File: src/rtl/light_seq_ctrl.sv
// light_seq_ctrl: drives lightSelector sel/button so the RGB output steps
// through NUM_STEPS colours, one advance pulse every DWELL clocks, then
// freezes on the last colour until restarted or released to white.
module light_seq_ctrl #(
   parameter int unsigned DWELL     = 4,
   parameter int unsigned NUM_STEPS = 6,
   parameter int unsigned CNT_W     = 8
) (
   input  logic       clk,
   input  logic       rst,
   input  logic       start,
   input  logic       stop,
   output logic       sel,
   output logic       button,
   output logic       busy,
   output logic       done,
   output logic [2:0] step_cnt
);

   typedef enum logic [1:0] {
      S_IDLE,
      S_RUN,
      S_HOLD
   } state_t;

   localparam logic [CNT_W-1:0] DWELL_LAST = CNT_W'(DWELL - 1);
   localparam logic [2:0]       STEPS_END  = 3'(NUM_STEPS);

   state_t           r_state;
   state_t           w_state_nxt;
   logic [CNT_W-1:0] r_dwell;
   logic [CNT_W-1:0] w_dwell_nxt;
   logic [2:0]       w_step_nxt;
   logic [2:0]       w_step_inc;
   logic             w_sel_nxt;
   logic             w_button_nxt;
   logic             w_busy_nxt;
   logic             w_done_nxt;

   assign w_step_inc = step_cnt + 3'd1;

   // State, dwell counter and all outputs are registered together.
   always_ff @(posedge clk) begin
      if (rst) begin
         r_state  <= S_IDLE;
         r_dwell  <= '0;
         sel      <= 1'b0;
         button   <= 1'b0;
         busy     <= 1'b0;
         done     <= 1'b0;
         step_cnt <= '0;
      end else begin
         r_state  <= w_state_nxt;
         r_dwell  <= w_dwell_nxt;
         sel      <= w_sel_nxt;
         button   <= w_button_nxt;
         busy     <= w_busy_nxt;
         done     <= w_done_nxt;
         step_cnt <= w_step_nxt;
      end
   end

   // Next state and next output values; stop takes priority over start
   // and over a due advance pulse.
   always_comb begin
      w_state_nxt  = r_state;
      w_dwell_nxt  = r_dwell;
      w_step_nxt   = step_cnt;
      w_sel_nxt    = sel;
      w_button_nxt = 1'b0;
      w_busy_nxt   = 1'b0;
      w_done_nxt   = 1'b0;
      case (r_state)
         S_IDLE: begin
            w_sel_nxt = 1'b0;
            if (start && !stop) begin
               w_state_nxt = S_RUN;
               w_dwell_nxt = '0;
               w_step_nxt  = '0;
               w_sel_nxt   = 1'b1;
               w_busy_nxt  = 1'b1;
            end
         end
         S_RUN: begin
            w_sel_nxt = 1'b1;
            if (stop) begin
               w_state_nxt = S_HOLD;
               w_dwell_nxt = '0;
            end else if (r_dwell == DWELL_LAST) begin
               w_button_nxt = 1'b1;
               w_dwell_nxt  = '0;
               w_step_nxt   = w_step_inc;
               if (w_step_inc == STEPS_END) begin
                  w_state_nxt = S_HOLD;
                  w_done_nxt  = 1'b1;
               end else begin
                  w_busy_nxt = 1'b1;
               end
            end else begin
               w_dwell_nxt = r_dwell + 1'b1;
               w_busy_nxt  = 1'b1;
            end
         end
         S_HOLD: begin
            w_sel_nxt = 1'b1;
            if (stop) begin
               w_state_nxt = S_IDLE;
               w_sel_nxt   = 1'b0;
            end else if (start) begin
               w_state_nxt = S_RUN;
               w_dwell_nxt = '0;
               w_step_nxt  = '0;
               w_busy_nxt  = 1'b1;
            end
         end
         default: begin
            w_state_nxt = S_IDLE;
            w_sel_nxt   = 1'b0;
         end
      endcase
   end

endmodule
File: config.mk
export PLATFORM = sky130hd
export DESIGN_NAME = light_seq_ctrl
export DESIGN_NICKNAME = d
export VERILOG_FILES = /design/src/rtl/light_seq_ctrl.sv
export SDC_FILE = /design/constraint.sdc
export NUM_CORES = 1
export LEC_CHECK = 0
export CORE_UTILIZATION = 46
export CTS_CLUSTER_SIZE = 10
export DETAILED_ROUTE_END_ITERATION = 12
export GPL_TIMING_DRIVEN = 1
export PLACE_DENSITY = 0.67
export SYNTH_ARGS = -nofsm -noshare
export SYNTH_HDL_FRONTEND = slang
export SYNTH_SLANG_ARGS = --single-unit
File: constraint.sdc
create_clock -name clk -period 1.7 [get_ports clk]
set_clock_uncertainty 0.2 [all_clocks]
set_input_delay 0.425 -clock clk [delete_from_list [all_inputs] [get_ports clk]]
set_output_delay 0.425 -clock clk [all_outputs]
set_load 0.02 [all_outputs]
* After elaboration in Yosys (flattened, before gate mapping)
Index checks and enable logic that the tools add are counted.
** Word-level totals
- Bits in registers :: 17
- Bits of input ports :: 4
- Output and inout bits :: 7
- Word-level logic and storage cells :: 62
** Cells by class
- $add $sub $neg :: 2
- Eq/ne operators :: 12
- Multiplexer cells :: 30
- Bitwise gates (word level) :: 2
- Reductions and logical operators :: 9
** Operator list (number)
- $mux W8 :: 5
- $pmux W8 S3 :: 1
- $mux W3 :: 5
- $mux W2 :: 6
- $ne A2 B2 Y1 const B :: 5
- $mux W1 :: 9
- $ne A3 B3 Y1 const B :: 3
- $pmux W3 S3 :: 1
- $add A8 B1 Y8 const B :: 1
- $eq A8 B2 Y1 const B :: 1
- $reduce_and A4 Y1 :: 2
- $pmux W1 S3 :: 2
- $pmux W2 S3 :: 1
- $reduce_and A6 Y1 :: 1
- $reduce_or A4 Y1 :: 1
- $add A3 B1 Y3 const B :: 1
- $eq A3 B3 Y1 const B :: 1
- $reduce_bool A3 Y1 :: 1
- $reduce_or A3 Y1 :: 1
- $eq A2 B1 Y1 const B :: 1
- $eq A2 B2 Y1 const B :: 1
- $logic_not A2 Y1 :: 1
- $not A1 Y1 :: 2
- $logic_and A1 B1 Y1 :: 1
- $logic_not A1 Y1 :: 1

* Logic depth before layout (Yosys ltp)
- Word-level depth :: 6
- Depth in mapped cells :: 5
- Depth with buffers taken out :: 5

* Least setup slack after synthesis
No wires, ideal clock.
- Path type :: register to register
- Start point :: register r_dwell[0]
- End point :: register r_dwell[2]
- Setup time :: 129 ps
- Arrival :: 1338 ps
- Required time :: 1371 ps
- Setup slack :: 33 ps
- Cell stages (with the launch flop) :: 6
- Buffers on the path :: 0
- Clock period less this slack :: 1667 ps
- Cell sequence :: dfxtp_1 -> ha_1 -> nor4b_4 -> a21boi_0 -> o21bai_1 -> nor2_1
** Between the ends
- Longest elaborated chain between the ends :: 4
- Elaborated cells on any way between the ends :: 5
- Those cells by class :: add/sub (1); eq/ne (1); mux (3)
** Ends and longest elaborated chain
- start, declared :: line 31 : logic [CNT_W-1:0] r_dwell;
- start signal, assigned :: line 54 : r_dwell <= w_dwell_nxt;
- $add A8 B1 Y8 / $eq A8 B2 Y1 (equally long branches) :: line 100, 89
- $mux W8 * :: line 89 : end else if (r_dwell == DWELL_LAST) begin
- $mux W8 * :: line 86 : if (stop) begin
- $pmux W8 S3 * :: line 73 : case (r_state)
Every way passes the cells marked *; elsewhere a longest branch is shown, timed or not.
A chain may end at the register's enable or synchronous reset.

* Worst setup path after layout
- Start point :: register step_cnt[0]
- End point :: output step_cnt[0]
** RTL lines
- start, declared :: line 17 : output logic [2:0] step_cnt
- start signal, assigned :: line 59 : step_cnt <= w_step_nxt;
No word-level cell between the ends.

==> flow_summary.ini <==
[setup_path]
crit_path_max_fanout = 5
cp_slowest_stage_delay_ps = 400
path_class = reg2out
crit_start = step_cnt[0]
critPathArrivalTime_ps = 1010
worstPathRequired_ps = 1070
critical-path-top-delay-family = flip-flops
reg2reg_depth = 6
path_cells = clkdlybuf4s15_1
timing.rr.end = step_cnt[0]
worstSetupEndpointType = output pin
cp_num_buf_inv = 1
r2r-start = r_dwell[0]
reg2reg_slack_ps = 70
critPathLaunchType = register
crit_slowest_cell = dfxtp_1

[placed_design]
portBuffers = 10
place_hpwl_um = 1210
pre_cts_ws_ps = -424
gp_congestion = 0.854

[sta]
period_needed_ps = 1640
setup_ws_ps = 61.2
final.period_utilization = 0.964
max_freq_mhz = 610
tightest_slew_ps = 318
relSlewSlack = 0.787
hold_viol_final = 0
tns_ps = 0
setup_viol = 0
grt_setup_unrepaired = true
drv_slew = 0

[outcome]
status = finished, final reports clean

[clocking]
numCtsBuffers = 3
clkTransAtPathRegs_ps = 90
cts_max_level = 1
clkLatencyLatePin_ps = 280
root_buffer = clkbuf_4
clock-sinks = 17
ctsLongestPathBuffers = 2
cts_tree = done

[global_route]
grt_pass1_vias = 655
grt_pass1_wl_um = 2730
grt_max_degree = 10
grt_antenna_before_repair = 0
grtUsageTotal = 0.191
gr-total-overflow = 0

[yosys]
syn_nets = 90
synth.largest_area_cell = dfxtp_1
synth_most_common_cell = dfxtp_1
synth_cells = 83
ys_async_sr_fraction = 0
syn_area_um2 = 812
postSynthAreaPerCell_um2 = 9.78
ys_seq_area_frac = 0.419
synthFlopType = dfxtp_1
synth_cell_type_count = 30
synth_commonest_cells = 17 x dfxtp_1, 16 x nor2_1, 6 x xor2_1
ys_top_cells_by_area = dfxtp_1 42%, nor2_1 7.4%, xor2_1 6.5%, ha_1 4.6%, o2111ai_1 4.3%
ys_ff_latch = 17
yosysWarnings = 0
synth_edf_count = 0
synth_top_area_frac = 0.419

[power_and_ir_drop]
finalPower_mw = 0.686
power_leakage_nw = 0.452
peakVddDrop_mv = 0.500
seq_power_share = 0.595
clkPwrFrac = 0.306
p_sw_frac = 0.232
p_int_mw = 0.527
p_per_area_nw_per_um2 = 638
p_comb_frac = 0.100
p_sw_mw = 0.159

[routing]
ant_nets = 0
dr.pass1.iters = 6
drtIter0Drc = 11
drc_errors = 0
viasPerCell = 5.48
totalWireLength_um = 1610
vias = 690
wl_per_cell_um = 12.8

[final_layout]
drive_gt1_frac = 0.282
diodes = 0
fillCellCount = 135
utilization = 0.683
multi_input_area_um2 = 483
regArea_um2 = 343
area_delta_synth_final_pct = 32.5
nets = 118

[die]
rows = 14
die_h_um = 44.0
core_um2 = 1580
initial_core_util = 0.515
dieArea_um2 = 1940
pin_count = 11
die_w_um = 44.0

[hold_path]
hold_depth = 2
hp-start = r_state[1]
min_path_type = reg2reg
whs_endpoint = r_state[1]

[job]
maxCapViolCount = 0
-- final cells by class --
| cell class | instances | share of cell area |
|---|---|---|
| multi-input cells | 63 | 0.449 |
| flip-flops and latches | 17 | 0.319 |
| repair buffers | 24 | 0.183 |
| clock buffers | 4 | 0.0244 |
| well taps | 16 | 0.0186 |
| inverters | 2 | 0.00698 |
-- routing by layer --
layer,GRT usage,vias up,share of wire
li1,-,351,-
met1,0.262,320,0.49
met2,0.297,17,0.46
met3,0.0367,2,0.047
met4,0.0727,0,0.0062
met5,0,-,0
-- stage by stage --
stage / instances / hold WS (ps) / area (µm²)
2_1_floorplan: 83 / 302 / 812
3_3_place_gp: 120 / 331 / 1020
3_5_place_dp: 120 / 349 / 1020
4_1_cts: 124 / 364 / 1030
5_1_grt: 126 / 381 / 1080
6_report: 126 / 370 / 1080
-- flip-flops by register name (all words and copies together), names as in the netlist --
signal / flops
sel: 1
r_dwell: 8
done: 1
busy: 1
r_state: 2
button: 1
step_cnt: 3
-- kinds of logic after synthesis --
| group | Yosys count | synth area share |
|---|---|---|
| mux | 4 | 0.0539 |
| compound gates | 14 | 0.125 |
| simple gates | 35 | 0.267 |
| fa+ha+maj | 3 | 0.0462 |
| buf+inv | 3 | 0.0139 |
| flops | 17 | 0.419 |
| xor+xnor | 7 | 0.0755 |
-- timing repair --
| item | CTS | global route |
|---|---|---|
| setup endpoints to repair | 17 | 14 |
| pin swaps | 1 | 0 |
| setup buffers | 0 | 2 |
| hold buffers | 0 | 0 |
| gates resized for setup | 9 | 9 |
-- worst max-delay path by stage --
stage,to,cells past startpoint,slack [ps]
global route,busy,6,-20
CTS,step_cnt[0],6,0.3
global placement,step_cnt[1],5,-400
finish,step_cnt[0],1,60
floorplan,r_dwell[2],5,30
detailed placement,r_dwell[7],5,-420
-- power by group through the flow --
| stage | Sequential (mW) | Clock, mW | Combinational, mW |
|---|---|---|---|
| 2_1_floorplan | 0.421 | 0 | 0.0290 |
| 3_3_place_gp | 0.417 | 0 | 0.0683 |
| 3_5_place_dp | 0.417 | 0 | 0.0684 |
| 4_1_cts | 0.407 | 0.217 | 0.0654 |
| 5_1_grt | 0.409 | 0.242 | 0.0748 |
| 6_report | 0.408 | 0.210 | 0.0685 |
-- layout by cell type (no fill, tap or decap), types with 3 or more instances in the layout --
cell type,n
dlygate4sd2_1,7
buf_4,14
nor2_1,15
dfxtp_1,15
clkbuf_4,3
nand2_1,3
xor2_1,6
a21oi_1,3
o2111ai_1,4
nand4_1,3
No activity file was read; power rests on OpenSTA's default activity.
==> RTL edit 1, RTL diff (same settings) <==
The output `button` loses its register stage (`button` becomes a continuous assignment).
--- a/src/rtl/light_seq_ctrl.sv
+++ b/src/rtl/light_seq_ctrl.sv
@@ -47,3 +47,2 @@
          sel      <= 1'b0;
-         button   <= 1'b0;
          busy     <= 1'b0;
@@ -55,3 +54,2 @@
          sel      <= w_sel_nxt;
-         button   <= w_button_nxt;
          busy     <= w_busy_nxt;
@@ -61,2 +59,4 @@
    end
+
+   assign button = w_button_nxt;
 
Check against the original RTL: not equivalent (a bounded check fails within 10 cycles, from zero or initial values and one cycle with rst high).
==> RTL edit 1 against the unedited design <==
  * Cell area up 23%
  * Largest power group unchanged
  * Critical path depth is 4 higher
  * Sequential cell count down 1
  * Total power grew 2.4%
  * Area after synthesis up 1.2%
  * Sequential share of layout area down 6.6 points
  * The flow now finishes with violations (negative setup slack)
  * Wire length grew 49%
  * Setup slack worse by 360 ps
==> RTL edit 1: results (changes against the unedited design) <==
[critical_path]
crit_family = simple AND/OR/NAND/NOR gates
crit_slowest_cell = dfxtp_4
reg2reg_slack_ps = -260  ; -330 ps
rr_worst_depth = 7  ; +1
cp_max_fo = 2  ; -3

[cells_and_area]
area_growth_syn_to_layout_pct = 60.4

[timing]
whs_ps = 322  ; -48.0 ps
setup_violations = 12  ; +12
setup_ws_ps = -296  ; -357 ps

[global_route]
grt_max_degree = 12  ; +2
use_met3_pct = 6.94  ; +3.3 points

[route]
met3_length_um = 99  ; +32%
wl_per_cell_um = 15.5  ; +21%

[clock_network]
clk_latency_ps = 300  ; +20 ps

[pwr]
switching_share_pct = 25.8  ; +2.5 points
irDropWorstVdd_v = 0.000514  ; +2.9%

[place]
gp_congestion = 0.830  ; -2.8%
dp_slack_ps = -826  ; -402 ps
place.detailed.hpwl_um = 1440  ; +18%

[run_status]
status = complete, but fails checks
violations = negative setup slack

[synthesis]
synthTopCellsByArea = dfxtp_1 (39%), nor2_1 (5.9%), ha_1 (4.6%), a21oi_1 (4.3%), xor2_1 (4.3%)
seq_area_frac_synth_pct = 39.0  ; -2.9 points
synth_common_cells = dfxtp_1 (16), nor2_1 (13), a21oi_1 (7), nand3_1 (5), xor2_1 (4)
synth-compound-area-share_pct = 17.2  ; +4.7 points

RTL edit 1: how the worst max path moves through the flow:
| stage | end | cells past startpoint |
|---|---|---|
| detailed placement | button | 5 |
| CTS | button | 5 |
| global route | button | 5 |
| global placement | button | 5 |
| floorplan | step_cnt[2]$_SDFFE_PP0P_ | 5 |
| finish | button | 5 |
RTL edit 1: power groups by stage:
stage	combinational [µW]	clock, µW	sequential, µW
detailed placement	84.2	0	389
global route	117	226	381
CTS	91.7	208	380
global placement	83.3	0	389
finish	110	213	380
floorplan	31.9	0	395
RTL edit 1: cell type report:
type,count,area share (%)
multi-input cells,68,44.3
clock buffers,4,1.99
well taps,24,2.28
repair buffers,40,25.3
flip-flops and latches,16,25.2
inverters,3,0.854
RTL edit 1: repair_timing:
action	in CTS	in global routing
setup endpoints to repair	22	16
gates resized for setup	31	14
pin swaps	10	2
buffers inserted	6	1
==> RTL edit 2, RTL diff (config.mk and constraints unchanged) <==
Without the edit above. The parameter `CNT_W` goes from 8 to 10.
--- a/src/rtl/light_seq_ctrl.sv
+++ b/src/rtl/light_seq_ctrl.sv
@@ -6,3 +6,3 @@
    parameter int unsigned NUM_STEPS = 6,
-   parameter int unsigned CNT_W     = 8
+   parameter int unsigned CNT_W     = 10
 ) (
Check against the original RTL: no difference found for any inputs over 10 cycles, from zero or initial values and one cycle with rst high; that may be too few to reach the edited logic, so the function may still have changed.
==> RTL edit 2 against the unedited design <==
  * Sequential cell count rose by 2
  * Cell area rose by 30%
  * Critical path type is now primary input to flop
  * Via count rose by 31%
  * Largest power group unchanged
  * Wire length rose by 38%
  * Total power rose by 15%
  * Largest cell class unchanged
  * Setup slack got worse by 44 ps
  * Maximum frequency fell by 2.6%
  * Cell count rose by 32%
  * Area after synthesis rose by 22%
==> RTL edit 2: results (changes against the unedited design) <==
[global_route]
grt.total_usage_pct = 18.6  ; -0.43 points
grt_pass1_vias = 842  ; +29%
grt_max_degree = 12  ; +2

[cells_and_area]
nNonClkBuffers = 35  ; +46%
multiInputGateArea_um2 = 648  ; +34%
top_regs = r_dwell x10, step_cnt x3, r_state x2
bufAreaShareNonClock_pct = 20.6  ; +2.3 points
area_growth_syn_to_layout_pct = 40.8
inverters = 1  ; -1

[critical_path]
crit_slowest_cell = a2111o_1
worstPathArrival_ps = 1690  ; +680 ps
rr_worst_depth = 4  ; -2
r2r_end = r_dwell[9]$_SDFFE_PP0P_
crit_path_end = step_cnt[1]$_SDFFE_PP0P_
timing.rr.start = r_state[0]$_SDFFE_PP0P_
cp_max_fo = 4  ; -1

[pwr]
comb-power_uw = 110  ; +61%
p_int_uw = 597  ; +13%
seqPwrFrac_pct = 57.8  ; -1.7 points
switching_share_pct = 24.2  ; +1.0 points

[place]
gp_congestion = 0.835  ; -2.3%

[run_status]
status = complete, no violations

[synthesis]
avgSynthCellArea_um2 = 9.43  ; -3.7%
synthAdderAreaFrac_pct = 3.79  ; -0.83 points
synth_common_cells = dfxtp_1 (19), nor2_1 (12), a21oi_1 (6), xor2_1 (6)
ys_types = 36  ; +20%
synthTopCellsByArea = dfxtp_1 (38%), a2111oi_4 (5.6%), xor2_1 (5.3%), nor2_1 (4.6%), ha_1 (3.8%)
synthCells = 105  ; +27%
synthXorXnorAreaFrac_pct = 7.96  ; +0.41 points

[clock_network]
cts_setup_buffers = 1  ; +1
post_cts_resized = 15  ; +6

[timing]
slew_headroom_pct = 80.0  ; +1.3 points
whs_ps = 318  ; -51.9 ps

[route]
num_vias = 902  ; +31%
routed_wl_um = 2220  ; +38%
dr.pass1.iters = 4  ; -2

## RTL edit 2: cell types whose count changed after synthesis, moves of 3 or more
| cell | unedited run | this run |
|---|---|---|
| a211oi_1 | 0 | 3 |
| nor2_1 | 16 | 12 |
| nand3_1 | 1 | 4 |
| a21oi_1 | 3 | 6 |
| o21ai_0 | 2 | 5 |
| nand2b_1 | 0 | 3 |
| mux2_1 | 3 | 0 |
## RTL edit 2: per-layer routing
metal / global-route usage (%) / vias to the layer above / routed length, µm
met5: 0 / - / 0
met4: 7.84 / 0 / 27
met1: 22.1 / 426 / 1030
li1: - / 457 / -
met2: 32.9 / 15 / 1110
met3: 3.46 / 4 / 50
## RTL edit 2: worst max-delay path, delay by kind of cell
kind / cells / cell delay [ps]
AO/OA/AOI/OAI: 2 / 470
AND/OR/NAND/NOR: 2 / 420
buffers and inverters: 2 / 380
